[src/rtl/fifo_rd_packer.sv]
// Drains 4-bit words from a show-ahead FIFO and packs RATIO of them into one wide
// valid/ready beat; flush emits a partial beat with a lane-keep mask.
module fifo_rd_packer #(
  parameter int unsigned DWIDTH = 4,
  parameter int unsigned RATIO  = 4
) (
  input  logic                     clk_i,
  input  logic                     arst_n_i,
  input  logic [DWIDTH-1:0]        fifo_q_i,
  input  logic                     fifo_empty_i,
  output logic                     fifo_rdreq_o,
  input  logic                     flush_i,
  output logic [DWIDTH*RATIO-1:0]  data_o,
  output logic [RATIO-1:0]         keep_o,
  output logic                     valid_o,
  input  logic                     ready_i,
  output logic                     busy_o
);

  localparam int unsigned CW = (RATIO > 2) ? $clog2(RATIO) : 1;
  localparam int unsigned BW = DWIDTH * RATIO;
  localparam logic [CW-1:0] LAST = CW'(RATIO - 1);

  logic [RATIO-1:0][DWIDTH-1:0] acc_q, acc_n;
  logic [CW-1:0]                cnt_q, cnt_n;
  logic                         flush_pend_q, flush_pend_n;
  logic [BW-1:0]                data_q, data_n;
  logic [RATIO-1:0]             keep_q, keep_n;
  logic                         valid_q, valid_n;
  logic                         busy_q, busy_n;

  logic                         slot_free;
  logic                         rd_ok;
  logic [RATIO-1:0][DWIDTH-1:0] beat;

  // Read acknowledge: the last lane is only taken when the output slot can accept the beat
  always_comb begin
    slot_free = ~valid_q | ready_i;
    rd_ok     = arst_n_i & ~fifo_empty_i & ~flush_i & ~flush_pend_q
              & ~((cnt_q == LAST) & ~slot_free);
  end

  assign fifo_rdreq_o = rd_ok;

  // Next-state for accumulator, lane count, flush flag and output register
  always_comb begin
    acc_n        = acc_q;
    cnt_n        = cnt_q;
    flush_pend_n = flush_pend_q;
    data_n       = data_q;
    keep_n       = keep_q;
    valid_n      = valid_q;
    beat         = acc_q;

    if (valid_q && ready_i) begin
      valid_n = 1'b0;
    end

    if (rd_ok) begin
      if (cnt_q == LAST) begin
        beat[RATIO-1] = fifo_q_i;
        data_n        = beat;
        keep_n        = '1;
        valid_n       = 1'b1;
        cnt_n         = '0;
        acc_n         = '0;
      end else begin
        acc_n[cnt_q] = fifo_q_i;
        cnt_n        = cnt_q + CW'(1);
      end
    end

    // Reads are blocked while pending, so rd_ok and a flush load never coincide
    if (flush_pend_q) begin
      if (cnt_q == '0) begin
        flush_pend_n = 1'b0;
      end else if (slot_free) begin
        for (int k = 0; k < int'(RATIO); k++) begin
          if (CW'(k) < cnt_q) begin
            beat[k]   = acc_q[k];
            keep_n[k] = 1'b1;
          end else begin
            beat[k]   = '0;
            keep_n[k] = 1'b0;
          end
        end
        data_n       = beat;
        valid_n      = 1'b1;
        cnt_n        = '0;
        acc_n        = '0;
        flush_pend_n = 1'b0;
      end
    end else if (flush_i) begin
      flush_pend_n = 1'b1;
    end

    busy_n = (cnt_n != '0) | flush_pend_n;
  end

  // State and output registers
  always_ff @(posedge clk_i or negedge arst_n_i) begin
    if (!arst_n_i) begin
      acc_q        <= '0;
      cnt_q        <= '0;
      flush_pend_q <= 1'b0;
      data_q       <= '0;
      keep_q       <= '0;
      valid_q      <= 1'b0;
      busy_q       <= 1'b0;
    end else begin
      acc_q        <= acc_n;
      cnt_q        <= cnt_n;
      flush_pend_q <= flush_pend_n;
      data_q       <= data_n;
      keep_q       <= keep_n;
      valid_q      <= valid_n;
      busy_q       <= busy_n;
    end
  end

  assign data_o  = data_q;
  assign keep_o  = keep_q;
  assign valid_o = valid_q;
  assign busy_o  = busy_q;

endmodule

[config.mk]
export PLATFORM = sky130hd
export DESIGN_NAME = fifo_rd_packer
export DESIGN_NICKNAME = d
export VERILOG_FILES = /design/src/rtl/fifo_rd_packer.sv
export SDC_FILE = /design/constraint.sdc
export NUM_CORES = 1
export LEC_CHECK = 0
export ABC_CLOCK_PERIOD_IN_PS = 4750
export CORE_ASPECT_RATIO = 0.75
export CORE_MARGIN = 2
export CORE_UTILIZATION = 45
export DETAILED_ROUTE_END_ITERATION = 10
export GPL_ROUTABILITY_DRIVEN = 0
export PLACE_DENSITY = 0.67
export SLEW_MARGIN = 30
export SYNTH_ARGS = -nofsm -noshare
export SYNTH_HDL_FRONTEND = slang
export SYNTH_SLANG_ARGS = --single-unit
[constraint.sdc]
create_clock -name clk_i -period 4.75 [get_ports clk_i]
set_input_delay 0.95 -clock clk_i [delete_from_list [all_inputs] [get_ports clk_i]]
set_output_delay 0.95 -clock clk_i [all_outputs]
set_load 0.01 [all_outputs]
After elaboration in Yosys (flattened, before gate mapping)
Cells that the tools add are included.
{ "word_totals": {"reg_bits": 41, "wordCells": 76, "out_inout_bits": 23, "in_bits": 9} }
{ "op_classes": {"eq_ne": 1, "reduce_logical": 4, "n_bitwise": 13, "magnitude_cmp": 6, "n_addsub": 1, "muxes": 41} }
{ "ops": {"columns": ["cell", "n"], "rows": [
  ["$mux W16", 10],
  ["$mux W4", 10],
  ["$bwmux W16", 1],
  ["$mux W1", 14],
  ["$mux W2", 5],
  ["$demux W4 S2", 1],
  ["$not A1 Y1", 6],
  ["$and A1 B1 Y1", 5],
  ["$lt A1 B2 Y1 const A", 2],
  ["$lt A2 B2 Y1 const A", 2],
  ["$lt A2 B3 Y1 const B", 1],
  ["$add A2 B1 Y2 const B", 1],
  ["$eq A2 B2 Y1 const B", 1],
  ["$ge A2 B1 Y1 const B", 1],
  ["$logic_and A1 B1 Y1", 2],
  ["$logic_not A2 Y1", 1],
  ["$or A1 B1 Y1", 2],
  ["$reduce_bool A2 Y1", 1]
]} }

Logic depth before layout (Yosys ltp)
Gate-level depths: netlist of run 1.
{ "depth": {"depth_word": 12, "ltp_mapped": 7} }

Worst setup path after synthesis of run 1
OpenSTA, ideal clock, no wires.
{ "synth_path": {"path_type": "input-to-output", "start": "input port flush_i", "end": "output port fifo_rdreq_o", "stages": 3, "required_time_ps": 3800, "n_path_buf": 0, "slack_ps": 2146, "arrival_ps": 1654, "cell_sequence": "nor4b_4 > nand2_1 > inv_1"} }
{ "synth_via": {"elab_chain_len": 4} }
{ "synth_rtl": {"columns": ["item", "line_no", "text"], "rows": [
  ["from (decl)", "12", "input logic flush_i,"],
  ["$not A1 Y1", "39", "rd_ok = arst_n_i & ~fifo_empty_i & ~flush_i & ~flush_pend_q"],
  ["$and A1 B1 Y1 (2 in a row)", "39", null],
  ["$and A1 B1 Y1", "40", "& ~((cnt_q == LAST) & ~slot_free);"],
  ["to (decl)", "11", "output logic fifo_rdreq_o,"]
]} }
Every way passes these cells.

Final worst setup path of run 1
Same ends and word-level chain as after synthesis.

==> results of run 1 <==
-- area by class of cell --
| type | count | area share (%) |
|---|---|---|
| sequential | 37 | 45.15 |
| multi-input combinational | 75 | 29.35 |
| timing repair buffer | 32 | 15.25 |
| clock buffer | 5 | 3.356 |
| clock inverter | 3 | 3.173 |
| tap | 40 | 2.441 |
| inverter | 7 | 1.281 |
-- through the flow --
stage	hold WS, ns	std cells	area (um^2)	setup slack [ns]	utilization (%)
5_1_grt	0.4950	199	2051	0.9582	61.94
6_report	0.4785	199	2051	1.097	61.94
2_1_floorplan	0.4671	122	1577	2.146	-
3_3_place_gp	0.4468	191	1917	1.135	57.90
3_5_place_dp	0.4616	191	1917	1.110	57.90
4_1_cts	0.4820	199	2051	1.107	61.94
-- routing by layer --
metal  GRT usage, %  part of all wire [%]  vias to the layer above
li1               -                     -                      500
met1          24.25                    47                      515
met2          22.67                    46                       22
met3          5.839                   5.5                        6
met4          7.817                  0.95                        0
met5              0                     0                        -
-- power groups by stage --
stage	clock, uW	combinational (uW)	sequential, uW
2_1_floorplan	0	147	459
3_3_place_gp	0	282	447
3_5_place_dp	0	286	449
4_1_cts	322	286	443
5_1_grt	340	307	453
6_report	316	282	442
-- final timing paths --
path / end / cells past startpoint / slack [ns]
setup / recovery: fifo_rdreq_o / 5 / 1.10
hold / removal: keep_o[0] / 1 / 0.48
setup reg to reg: data_o[3] / 6 / 2.56
hold reg to reg: keep_o[0] / 1 / 0.48
max in group asynchronous: busy_o / 2 / 3.71
min in group asynchronous: valid_o / 2 / 0.71
-- logic make-up after synthesis --
| group | count (synthesis) | share of synthesized area, % |
|---|---|---|
| multiplexers | 17 | 11.35 |
| adder cells (fa/ha/maj) | 4 | 3.175 |
| AND/OR/NAND/NOR | 34 | 12.70 |
| AO/OA/AOI/OAI | 20 | 10.95 |
| flip-flops | 37 | 58.73 |
| buffers and inverters | 10 | 3.095 |
-- flip-flops by register name, indices dropped and copies added (netlist names) --
signal,cells
data_o,16
acc_q,12
keep_o,4
cnt_q,2
busy_o,1
flush_pend_q,1
valid_o,1
-- placed cells by master (no fill, tap or decap), drive strengths merged --
master / count
dfrtp: 37
clkdlybuf4s50: 30
nor2: 14
mux2i: 13
a22o: 12
inv: 7
nand2: 5
clkbuf: 5
nand3: 5
ha: 4
mux2: 4
or2b: 2
nand2b: 2
bufinv: 2
buf: 2
nor4b: 1
nand3b: 1
and2: 1
o21ai: 1
a21boi: 1
nor2b: 1
o21a: 1
and3b: 1
nor3b: 1
a31oi: 1
o22a: 1
o211ai: 1
a2bb2oi: 1
a21oi: 1
clkinv: 1
==> impl_summary.log, run 1 <==
[metrics] result of the run: finished clean
[metrics] count of port buffers added during placement: 31
[metrics] peak per-stage delay on the critical path: 0.53 ns
[metrics] max-slew violation count: 0
[metrics] skew final: 0.008453 ns
[metrics] max-cap violation count: 0
[metrics] class of the most critical hold timing path: reg2reg
[metrics] share of synthesized flip-flops with an asynchronous set or reset: 100.0%
[metrics] Detail Placement HPWL: 2251 um
[metrics] maximum clock frequency: 0.2738 GHz
[metrics] portion of total power attributed to the clock network: 30.4%
[metrics] crit path max fanout: 7
[metrics] antenna violations before repair: 0
[metrics] count of endpoints failing setup in the final report: 0
[metrics] Critical Path RT: 3.80 ns
[metrics] Top Ports: 32
[metrics] starting density of the core: 47.62%
[metrics] initial detailed-routing violation count: 57
[metrics] library cells used by synthesis: 31
[metrics] Bufs on Longest Clock Path: 2
[metrics] core region area: 3311 um^2
[metrics] length of the first detailed-routing pass in iterations: 4
[metrics] die extent in y: 55.26 um
[metrics] cell class contributing the biggest share of worst-path delay: buffers and inverters
[metrics] post-CTS repair timing setup buffer count: 0
[metrics] Internal: 754.8 uW
[metrics] biggest area contributors in the synthesized netlist: dfrtp_1 (59%), mux2i_1 (8.3%), a22o_2 (5.1%), nor2_1 (3.3%), ha_1 (3.2%)
[metrics] slew margin rel.: 56.30%
[metrics] vias after detailed routing: 1043
[metrics] most numerous cell on the critical path: clkdlybuf4s50_1
[metrics] # hold bufs at CTS: 0
[metrics] kind of critical path: in2out
[metrics] Final Cycle Share: 76.90%
[metrics] wire length reported by the detailed router: 3055 um
[metrics] sequential fraction of the synthesis area: 58.73%
[metrics] net switching power: 285.4 uW
[metrics] Worst R2R Start: cnt_q[0]
[metrics] die boundary width: 72.35 um
[metrics] first-pass GRT wire length: 4961 um
[metrics] cell type contributing the most total cell area after synthesis: dfrtp_1
[metrics] top flip-flop cell by instance count after synthesis: dfrtp_1
[metrics] total number of clock tree sinks: 37
[metrics] fill cell instance count of the final layout: 261
[metrics] final period demand of the worst path: 3.653 ns
[metrics] Area growth, synth to finish: 30.08%
[metrics] CTS H-tree lvls: 2
[metrics] most used standard cells in the synthesized netlist: dfrtp_1 (37), nor2_1 (14), mux2i_1 (13), a22o_2 (8), inv_1 (7)
[metrics] kind of start point of the critical path: input pin
[metrics] diode count: 0
[metrics] Root Buffer: clkbuf_8
[metrics] Leak Pwr: 0.001058 uW
[metrics] startpoint of the tightest hold check path: keep_o[0]
[metrics] multi-input logic area: 601.8 um^2
[metrics] relative contribution of combinational cells to total power: 27.1%
[metrics] Die Footprint: 3998 um^2
[metrics] launching instance or port of the critical path: flush_i
[metrics] detail-routed net length per standard cell: 15.35 um
[metrics] Post-layout nets: 171
[metrics] switching part of the total: 27.44%
[metrics] CTS tree: yes
[metrics] most instantiated library cell after synthesis: dfrtp_1
[metrics] Clock transition at path regs: 0.07 ns
[metrics] library cell contributing the largest single delay on the critical path: clkdlybuf4s50_1
[metrics] number of flops mapped to enable cells by yosys: 0
[metrics] Reg area: 925.9 um^2
[metrics] vias per std cell: 5.241
[metrics] fraction of final layout cells with drive strength greater than 1: 16.98%
[metrics] site row count: 18
[metrics] transition time at the pin with the least slew margin: 0.6541 ns
[metrics] DRC violation count after routing: 0
[metrics] category of the worst setup path capture point: output port
[metrics] unrepaired setup endpoints after global routing: no
[metrics] post-synthesis area per instance: 12.92 um^2
[metrics] Yosys top cell area share: 58.73%
[metrics] number of global-route vias before repair: 1013
[metrics] cell area after technology mapping: 1577 um^2
[metrics] number of standard cells after synthesis: 122
[metrics] number of nets with antenna violations after routing: 0
[metrics] total global-route track usage: 16.87%
[metrics] total number of yosys warnings: 0
[metrics] Pwr Total: 1040 uW
[metrics] flops & latches, synth: 37
[metrics] power density normalized to cell area: 507.3 nW/um^2
[metrics] maximum number of pins on one net before global-route repair: 38
[metrics] total count of hold-check failures in the final report: 0
[metrics] ordered cell list for the critical path: clkdlybuf4s50_1 -> nor4b_4 -> nand2_1 -> inv_1 -> clkdlybuf4s50_1
[metrics] total CTS buffers: 5
[metrics] net count after synthesis: 135
[metrics] total buffers and inverters traversed by the critical path: 3
[metrics] Worst IR Drop VDD: 256.9 uV
[metrics] Overflow after GRT: 0
[metrics] part of the power in registers: 42.5%
[metrics] clock network latency to the later pin of the worst-skew pair: 0.28 ns
[metrics] accumulated negative setup slack: 0 ns
[metrics] post-cts gate resize count: 0
[metrics] arrival time at the worst endpoint: 2.70 ns
Power figures use the tool's default switching activity.
==> run 2, diff against run 1 <==
- ABC_CLOCK_PERIOD_IN_PS: 4750 -> 3220
- PLACE_DENSITY: 0.67 -> 0.7
- clock period: 4.75 -> 3.22 ns (I/O delays scaled with it)
==> run 2 against run 1 <==
  * Global-route usage rose by 0.14 points
  * Core utilization fell by 1.1 points
  * Combinational power rose by 51%
  * First-iteration DRC count fell by 23%
  * Sequential share of layout area rose by 0.81 points
  * Critical path type unchanged
  * Critical endpoint unchanged
==> impl_summary.log, run 2 (synthesized netlist as in run 1, its figures left out) <==
[metrics] number of global-route vias before repair: 1082
[metrics] die boundary width: 72.35 um
[metrics] max FFs per register: 16
[metrics] setup slack at placement: 0.4120 ns
[metrics] maximum number of pins on one net before global-route repair: 38
[metrics] wire length reported by the detailed router: 3213 um
[metrics] maximum clock frequency: 0.3581 GHz
[metrics] DRC violation count after routing: 0
[metrics] site row count: 18
[metrics] starting density of the core: 47.62%
[metrics] commonest cells after routing, fill and taps aside: dfrtp_1 (37), clkdlybuf4s50_1 (30), nor2_1 (14)
[metrics] most frequent standard cell in the layout excluding fill and tap cells: dfrtp_1
[metrics] die extent in y: 55.26 um
[metrics] accumulated negative setup slack: 0 ns
[metrics] launching instance or port of the critical path: flush_i
[metrics] Bufs on Longest Clock Path: 2
[metrics] antenna violations before repair: 0
[metrics] unrepaired setup endpoints after global routing: no
[metrics] vias after detailed routing: 1073
[metrics] instance area at placement: 1932 um^2
[metrics] Post-layout nets: 173
[metrics] cell class contributing the biggest share of worst-path delay: buffers and inverters
[metrics] peak per-stage delay on the critical path: 0.53 ns
[metrics] library cell contributing the largest single delay on the critical path: clkdlybuf4s50_1
[metrics] Worst R2R Start: cnt_q[1]
[metrics] power density normalized to cell area: 688.0 nW/um^2
[metrics] class of the most critical hold timing path: in2async
[metrics] CTS H-tree lvls: 2
[metrics] result of the run: finished clean
[metrics] post-CTS repair timing setup buffer count: 0
[metrics] diode count: 0
[metrics] length of the first detailed-routing pass in iterations: 4
[metrics] worst-case register-to-register setup slack: 1.12 ns
[metrics] Die Footprint: 3998 um^2
[metrics] Final Cycle Share: 86.72%
[metrics] total global-route track usage: 17.00%
[metrics] Worst IR Drop VDD: 382.2 uV
[metrics] transition time at the pin with the least slew margin: 0.6676 ns
[metrics] ordered cell list for the critical path: clkdlybuf4s50_1 -> nor4b_4 -> nand2_1 -> inv_1 -> clkdlybuf4s50_1
[metrics] vias per std cell: 5.338
[metrics] Root Buffer: clkbuf_8
[metrics] clock network latency to the later pin of the worst-skew pair: 0.28 ns
[metrics] Leak Pwr: 0.001045 uW
[metrics] Reg2Reg Capture Point: data_o[3]
[metrics] Finished Cell Area: 2014 um^2
[metrics] Overflow after GRT: 0
[metrics] number of nets with antenna violations after routing: 0
[metrics] kind of start point of the critical path: input pin
[metrics] total buffers and inverters traversed by the critical path: 3
[metrics] Critical Path RT: 2.58 ns
[metrics] category of the worst setup path capture point: output port
[metrics] slew margin rel.: 55.40%
[metrics] critical path depth: 5
[metrics] total CTS buffers: 5
[metrics] initial detailed-routing violation count: 44
[metrics] Register-to-Register Path Depth: 6
[metrics] max-slew violation count: 0
[metrics] total count of hold-check failures in the final report: 0
[metrics] number of placed instances with taps included: 193
[metrics] CTS tree: yes
[metrics] skew final: 0.007786 ns
[metrics] Area growth, synth to finish: 27.78%
[metrics] count of port buffers added during placement: 31
[metrics] count of endpoints failing setup in the final report: 0
[metrics] total number of clock tree sinks: 37
[metrics] final period demand of the worst path: 2.792 ns
[metrics] arrival time at the worst endpoint: 2.15 ns
[metrics] detail-routed net length per standard cell: 15.99 um
[metrics] post-cts gate resize count: 0
[metrics] Final Instance Count excl. Fillers: 201
[metrics] first-pass GRT wire length: 5230 um
[metrics] crit path max fanout: 4
[metrics] Top Ports: 32
[metrics] most numerous cell on the critical path: clkdlybuf4s50_1
[metrics] kind of critical path: in2out
[metrics] fraction of final layout cells with drive strength greater than 1: 17.39%
[metrics] Clock transition at path regs: 0.07 ns
[metrics] core region area: 3311 um^2
[metrics] Worst setup endpoint: fifo_rdreq_o
[metrics] max-cap violation count: 0
[metrics] # hold bufs at CTS: 0
[metrics] fill cell instance count of the final layout: 257
[metrics] Detail Placement HPWL: 2382 um
[metrics] Pwr Total: 1386 uW
[metrics] fin worst setup slack: 0.4275 ns
-- run 2: area by class of cell --
type | count | area [um^2] | share of cell area [%]
timing repair buffer | 34 | 327.8 | 16.27
multi-input combinational | 75 | 601.8 | 29.88
tap | 40 | 50.05 | 2.484
clock buffer | 6 | 72.57 | 3.602
clock inverter | 2 | 10.01 | 0.4969
sequential | 37 | 925.9 | 45.96
inverter | 7 | 26.28 | 1.304
-- run 2: layer usage --
layer  GRT usage, %  share of wire (%)
met1          24.64                 50
met2          25.03                 45
met3          5.292                4.9
met4          4.043               0.31
met5              0                  0
-- run 2: how the worst min path moves through the flow --
| stage | startpoint | endpoint | slack (ns) | cells after the start |
|---|---|---|---|---|
| 4_1_cts | arst_n_i | data_o[8] | 0.44 | 2 |
| 5_1_grt | arst_n_i | data_o[8] | 0.47 | 2 |
| 2_1_floorplan | arst_n_i | acc_q[0] | 0.35 | 0 |
| 3_3_place_gp | keep_o[0] | keep_o[0] | 0.45 | 1 |
| 6_report | arst_n_i | valid_o | 0.42 | 2 |
| 3_5_place_dp | keep_o[0] | keep_o[0] | 0.46 | 1 |
-- run 2: per-stage QoR --
| stage | utilization, % | hold slack (ns) |
|---|---|---|
| after global placement | 58.35 | 0.4463 |
| after global routing | 60.85 | 0.4651 |
| after detailed placement | 58.35 | 0.4558 |
| after floorplan | - | 0.3484 |
| final | 60.85 | 0.4172 |
| after CTS | 60.85 | 0.4371 |
-- run 2: report_power, final --
part	internal, uW	switching (uW)
Clock	150	153
Sequential	583	75.9
Combinational	229	196
